<file path="src/rtl/serial_deserializer_16bit.sv">
// Serial-in, parallel-out receiver: reassembles framed MSB- or LSB-first bit streams
// into WIDTH-bit words presented on a one-entry valid/ready holding register.
module serial_deserializer_16bit #(
    parameter int WIDTH = 16
) (
    input  logic                       clk,
    input  logic                       rst,
    input  logic                       ser_in,
    input  logic                       ser_valid,
    input  logic                       frame_start,
    input  logic                       msb_first,
    input  logic                       out_ready,
    output logic [WIDTH-1:0]           data_out,
    output logic                       out_valid,
    output logic                       busy,
    output logic [$clog2(WIDTH+1)-1:0] bit_cnt,
    output logic                       frame_err,
    output logic                       overrun
);

    localparam int CW = $clog2(WIDTH+1);

    typedef enum logic {
        IDLE  = 1'b0,
        SHIFT = 1'b1
    } state_t;

    state_t           state;
    logic [WIDTH-1:0] shift_reg;
    logic             order_msb;

    logic             start_bit;
    logic             step_bit;
    logic             word_done;
    logic             out_free;
    logic [WIDTH-1:0] shift_next;

    function automatic logic [WIDTH-1:0] shift_in(input logic [WIDTH-1:0] sr,
                                                  input logic             b,
                                                  input logic             msb);
        if (msb)
            shift_in = {sr[WIDTH-2:0], b};
        else
            shift_in = {b, sr[WIDTH-1:1]};
    endfunction

    // A frame_start bit always begins from a cleared register so an aborted frame leaves no residue.
    always_comb begin
        start_bit  = ser_valid && frame_start;
        step_bit   = ser_valid && !frame_start && (state == SHIFT);
        word_done  = step_bit && (bit_cnt == CW'(WIDTH-1));
        out_free   = !out_valid || out_ready;
        shift_next = start_bit ? shift_in('0, ser_in, msb_first)
                               : shift_in(shift_reg, ser_in, order_msb);
    end

    always_ff @(posedge clk or posedge rst) begin
        if (rst) begin
            state     <= IDLE;
            shift_reg <= '0;
            order_msb <= 1'b0;
            bit_cnt   <= '0;
            busy      <= 1'b0;
            data_out  <= '0;
            out_valid <= 1'b0;
            frame_err <= 1'b0;
            overrun   <= 1'b0;
        end else begin
            frame_err <= 1'b0;
            overrun   <= 1'b0;

            if (start_bit) begin
                order_msb <= msb_first;
                shift_reg <= shift_next;
                bit_cnt   <= CW'(1);
                state     <= SHIFT;
                busy      <= 1'b1;
                frame_err <= (state == SHIFT);
            end else if (step_bit) begin
                shift_reg <= shift_next;
                if (word_done) begin
                    bit_cnt <= '0;
                    state   <= IDLE;
                    busy    <= 1'b0;
                end else begin
                    bit_cnt <= bit_cnt + CW'(1);
                end
            end

            // Output stage: a completing word either loads (possibly replacing a consumed one) or is dropped.
            if (word_done && out_free) begin
                data_out  <= shift_next;
                out_valid <= 1'b1;
            end else begin
                if (word_done)
                    overrun <= 1'b1;
                if (out_valid && out_ready)
                    out_valid <= 1'b0;
            end
        end
    end

endmodule
</file>
<file path="config.mk">
export PLATFORM = sky130hd
export DESIGN_NAME = serial_deserializer_16bit
export DESIGN_NICKNAME = d
export VERILOG_FILES = /design/src/rtl/serial_deserializer_16bit.sv
export SDC_FILE = /design/constraint.sdc
export NUM_CORES = 1
export LEC_CHECK = 0
export CAP_MARGIN = 15
export CORE_MARGIN = 1
export CORE_UTILIZATION = 47
export DETAILED_ROUTE_END_ITERATION = 8
export PLACE_DENSITY_LB_ADDON = 0.1
export SYNTH_ARGS = -nofsm -noshare
export SYNTH_HDL_FRONTEND = slang
export SYNTH_SLANG_ARGS = --single-unit
</file>
<file path="constraint.sdc">
create_clock -name clk -period 1.7 [get_ports clk]
set_clock_uncertainty 0.05 [all_clocks]
set_input_delay 0.17 -clock clk [delete_from_list [all_inputs] [get_ports clk]]
set_output_delay 0.17 -clock clk [all_outputs]
set_load 0.02 [all_outputs]
</file>
==> run_summary.xml <==
<?xml version="1.0" encoding="UTF-8"?>
<metrics>
  <group name="detailed_routing">
    <metric name="routed_len_inst" unit="µm">14.93</metric>
    <metric name="vias" unit="">1383</metric>
    <metric name="post_drt_via_cell_ratio" unit="">5.319</metric>
    <metric name="first_iter_violations" unit="">74</metric>
    <metric name="drcViolationCount" unit="">0</metric>
    <metric name="detail_route.first_pass.iterations" unit="">4</metric>
    <metric name="postRouteWirelength" unit="µm">3882</metric>
    <metric name="ant_nets" unit="">0</metric>
  </group>
  <group name="setup_path">
    <metric name="path_depth" unit="">5</metric>
    <metric name="worstPathMaxFanout" unit="">16</metric>
    <metric name="timing.critical_path.slowest_stage_cell" unit="">sky130_fd_sc_hd__dfrtp_2</metric>
    <metric name="reg2reg_to" unit="">data_out[4]</metric>
    <metric name="worst_setup_path_end_kind" unit="">register</metric>
    <metric name="reg2reg_slack" unit="ns">0.03</metric>
    <metric name="worst_ep_arrival_time" unit="ns">1.80</metric>
    <metric name="largest_stage_delay_on_the_critical_path" unit="ns">0.42</metric>
    <metric name="worst_setup_path_start_kind" unit="">register</metric>
    <metric name="path_cells" unit="">ha_4, nand4b_4, nor3b_4, buf_12, mux2_2</metric>
    <metric name="cp_num_buf_inv" unit="">1</metric>
    <metric name="reg2reg_depth" unit="">5</metric>
    <metric name="setup.worst_path.class" unit="">reg2reg</metric>
    <metric name="worstReg2RegStart" unit="">bit_cnt[0]</metric>
    <metric name="worst_path_dominant_cell_family" unit="">flip-flops</metric>
    <metric name="required_time_at_the_worst_slack_endpoint" unit="ns">1.83</metric>
  </group>
  <group name="placement">
    <metric name="hpwlAfterDp" unit="µm">2718</metric>
    <metric name="globalplace.congestion" unit="">0.7573</metric>
    <metric name="port_buffers" unit="">31</metric>
    <metric name="dpl.cell_count" unit="">251</metric>
    <metric name="detailed_place.area" unit="µm²">2446</metric>
  </group>
  <group name="floorplanning">
    <metric name="core-area" unit="µm²">4000</metric>
    <metric name="floorplan.die_area" unit="µm²">4437</metric>
    <metric name="initial_utilization" unit="%">49.05</metric>
    <metric name="num_io_pins" unit="">32</metric>
    <metric name="die_height" unit="µm">66.61</metric>
    <metric name="rows" unit="">23</metric>
    <metric name="die_width" unit="µm">66.61</metric>
  </group>
  <group name="global_route">
    <metric name="global_route.overflow_total" unit="">0</metric>
    <metric name="grt_max_degree" unit="">43</metric>
    <metric name="groute.usage.overall" unit="%">20.50</metric>
    <metric name="antenna_found_initial" unit="">0</metric>
    <metric name="vias_in_the_first_global_route" unit="">1432</metric>
    <metric name="grt_first_pass_wirelength" unit="µm">6624</metric>
  </group>
  <group name="synthesis">
    <metric name="synthCells" unit="">162</metric>
    <metric name="mappedNetlistNets" unit="">170</metric>
    <metric name="flip_flop_cell_with_the_highest_count_after_synthesis" unit="">sky130_fd_sc_hd__dfrtp_1</metric>
    <metric name="syn_area_per_cell" unit="µm²">12.11</metric>
    <metric name="asyncSetResetFlopFracSynth" unit="%">100.0</metric>
    <metric name="register_area_share_after_synthesis" unit="%">53.57</metric>
    <metric name="synth-edff-count" unit="">0</metric>
    <metric name="synth_cell_type_count" unit="">32</metric>
    <metric name="synth-warning-count" unit="">0</metric>
    <metric name="ys_ff_latch" unit="">42</metric>
    <metric name="synthesis.area" unit="µm²">1962</metric>
  </group>
  <group name="final_layout">
    <metric name="number_of_nets_in_the_final_layout" unit="">217</metric>
    <metric name="antenna-diode-count" unit="">0</metric>
    <metric name="flow.area_growth_from_synthesis" unit="%">30.04</metric>
    <metric name="layoutNonFillerInstCount" unit="">260</metric>
    <metric name="drive_above_1_share" unit="%">24.76</metric>
    <metric name="final_area" unit="µm²">2551</metric>
  </group>
  <group name="clock_tree">
    <metric name="cts-hold-fix-buffers" unit="">0</metric>
    <metric name="cts_buffers" unit="">5</metric>
    <metric name="clk_latency" unit="ns">0.29</metric>
    <metric name="cts_tree" unit="">built</metric>
    <metric name="clock_root_cell" unit="">sky130_fd_sc_hd__clkbuf_8</metric>
    <metric name="cts_htree_levels" unit="">2</metric>
    <metric name="clock_path_buffers" unit="">2</metric>
    <metric name="numClockSinks" unit="">42</metric>
    <metric name="path_clk_slew" unit="ns">0.08</metric>
  </group>
  <group name="worst_hold_path">
    <metric name="hp-class" unit="">in2async</metric>
  </group>
  <group name="timing">
    <metric name="finalHoldViolCount" unit="">0</metric>
    <metric name="timing_worst_slew_pin_value" unit="ns">0.2120</metric>
    <metric name="rsz0062_at_grt" unit="">true</metric>
    <metric name="relSlewSlack" unit="%">85.46</metric>
    <metric name="drv_slew" unit="">0</metric>
    <metric name="timing.final.crit_period" unit="ns">1.667</metric>
    <metric name="final_setup_violation_count" unit="">0</metric>
    <metric name="maxClockFrequency" unit="GHz">0.5997</metric>
    <metric name="layout_worst_path_cycle_share" unit="%">98.08</metric>
  </group>
  <group name="run_status">
    <metric name="run_status" unit="">complete, no violations</metric>
  </group>
  <group name="job">
    <metric name="number_of_max_capacitance_violations_reported" unit="">0</metric>
  </group>
  <group name="power">
    <metric name="cellLeakagePower" unit="nW">1.215</metric>
    <metric name="power.density_cell_area" unit="nW/µm²">824.5</metric>
    <metric name="max-vdd-ir-drop" unit="mV">0.5883</metric>
  </group>
</metrics>
power by group:
group	switching, mW	total, mW	leakage [nW]	internal (mW)
Clock	0.330	0.656	0.0472	0.326
Sequential	0.0472	1.10	0.561	1.06
Combinational	0.178	0.345	0.606	0.166
Total	0.555	2.10	1.21	1.55
cell usage in the layout, fill, tap and decap left out, drive strengths merged:
cell	n
a211oi	5
a21o	1
a31oi	2
a32o	1
and2	2
and3	1
and3b	2
buf	18
clkbuf	6
clkdlybuf4s50	30
clkinv	1
clkinvlp	1
dfrtp	42
dlymetal6s2s	1
ha	1
inv	5
mux2	19
mux2i	16
nand2	9
nand2b	2
nand3	2
nand3b	1
nand4	1
nand4b	1
nor2	19
nor3	1
nor3b	2
o21ai	13
o21bai	1
o22ai	3
or3	1
routing by layer:
| metal | vias up | GRT usage [%] | share of wire, % |
|---|---|---|---|
| li1 | 665 | - | - |
| met1 | 690 | 26.07 | 47 |
| met2 | 26 | 32.83 | 49 |
| met3 | 2 | 6.678 | 3.0 |
| met4 | 0 | 6.383 | 0.64 |
| met5 | - | 0 | 0 |
cell usage after synthesis (2+ instances only):
| cell type | count | area share, % |
|---|---|---|
| sky130_fd_sc_hd__mux2_4 | 10 | 7.7 |
| sky130_fd_sc_hd__a211oi_1 | 5 | 1.9 |
| sky130_fd_sc_hd__clkbuf_1 | 3 | 0.57 |
| sky130_fd_sc_hd__nor2_1 | 19 | 3.6 |
| sky130_fd_sc_hd__mux2i_1 | 16 | 8.2 |
| sky130_fd_sc_hd__o21ai_0 | 12 | 3.1 |
| sky130_fd_sc_hd__nand3_1 | 2 | 0.51 |
| sky130_fd_sc_hd__o22ai_1 | 3 | 0.96 |
| sky130_fd_sc_hd__dfrtp_1 | 42 | 54 |
| sky130_fd_sc_hd__nand2b_1 | 2 | 0.64 |
| sky130_fd_sc_hd__a31oi_1 | 2 | 0.64 |
| sky130_fd_sc_hd__nand2_1 | 9 | 1.7 |
| sky130_fd_sc_hd__mux2_2 | 9 | 5.2 |
| sky130_fd_sc_hd__inv_1 | 5 | 0.96 |
| sky130_fd_sc_hd__and2_1 | 2 | 0.64 |
| sky130_fd_sc_hd__and3b_1 | 2 | 0.89 |
| sky130_fd_sc_hd__buf_2 | 4 | 1.0 |
worst max-delay path by stage:
stage | from | to
detailed placement | ser_valid | data_out[4]
floorplan | bit_cnt[0] | data_out[10]
global placement | ser_valid | data_out[4]
CTS | bit_cnt[0] | data_out[4]
global route | bit_cnt[0] | data_out[4]
finish | bit_cnt[0] | data_out[4]
cell type report:
class | instances | area, µm²
fill | 319 | 1449
sequential | 42 | 1054
multi-input combinational | 106 | 848.3
timing repair buffer | 49 | 473.0
clock buffer | 6 | 82.58
tap | 50 | 62.56
inverter | 5 | 18.77
clock inverter | 2 | 12.51
through the flow:
stage | setup TNS (ns) | total power [mW] | utilization (%) | setup WS (ns) | hold WS [ns]
final | 0 | 2.104 | 63.78 | 0.03261 | 0.1935
after global routing | -0.1066 | 2.226 | 63.78 | -0.02778 | 0.2070
after CTS | 0 | 2.128 | 63.53 | 0.01185 | 0.2066
after detailed placement | -1.136 | 1.466 | 61.15 | -0.08328 | 0.4445
after global placement | -0.6275 | 1.454 | 61.15 | -0.05556 | 0.4399
after floorplan | -0.9955 | 1.339 | - | -0.09955 | 0.2596
kinds of logic (layout without fill, tap and decap cells):
family          Yosys count  count (layout)  share of synthesized area (%)
simple gates             44              44                          12.82
flops                    42              42                          53.57
mux                      35              35                          20.98
compound gates           26              26                          8.164
buf+inv                  14              62                          3.826
fa+ha+maj                 1               1                         0.6377
timing repair:
action                     4_1_cts  5_1_grt
setup endpoints to repair        0        7
gates resized for setup          0        1
setup buffers                    0        1
worst min-delay path: stages:
cell                              delay (ns)
sky130_fd_sc_hd__clkdlybuf4s50_1        0.40
sky130_fd_sc_hd__inv_1                  0.09
sky130_fd_sc_hd__buf_12                 0.24
Note: power is estimated with default switching activity, not from simulation.
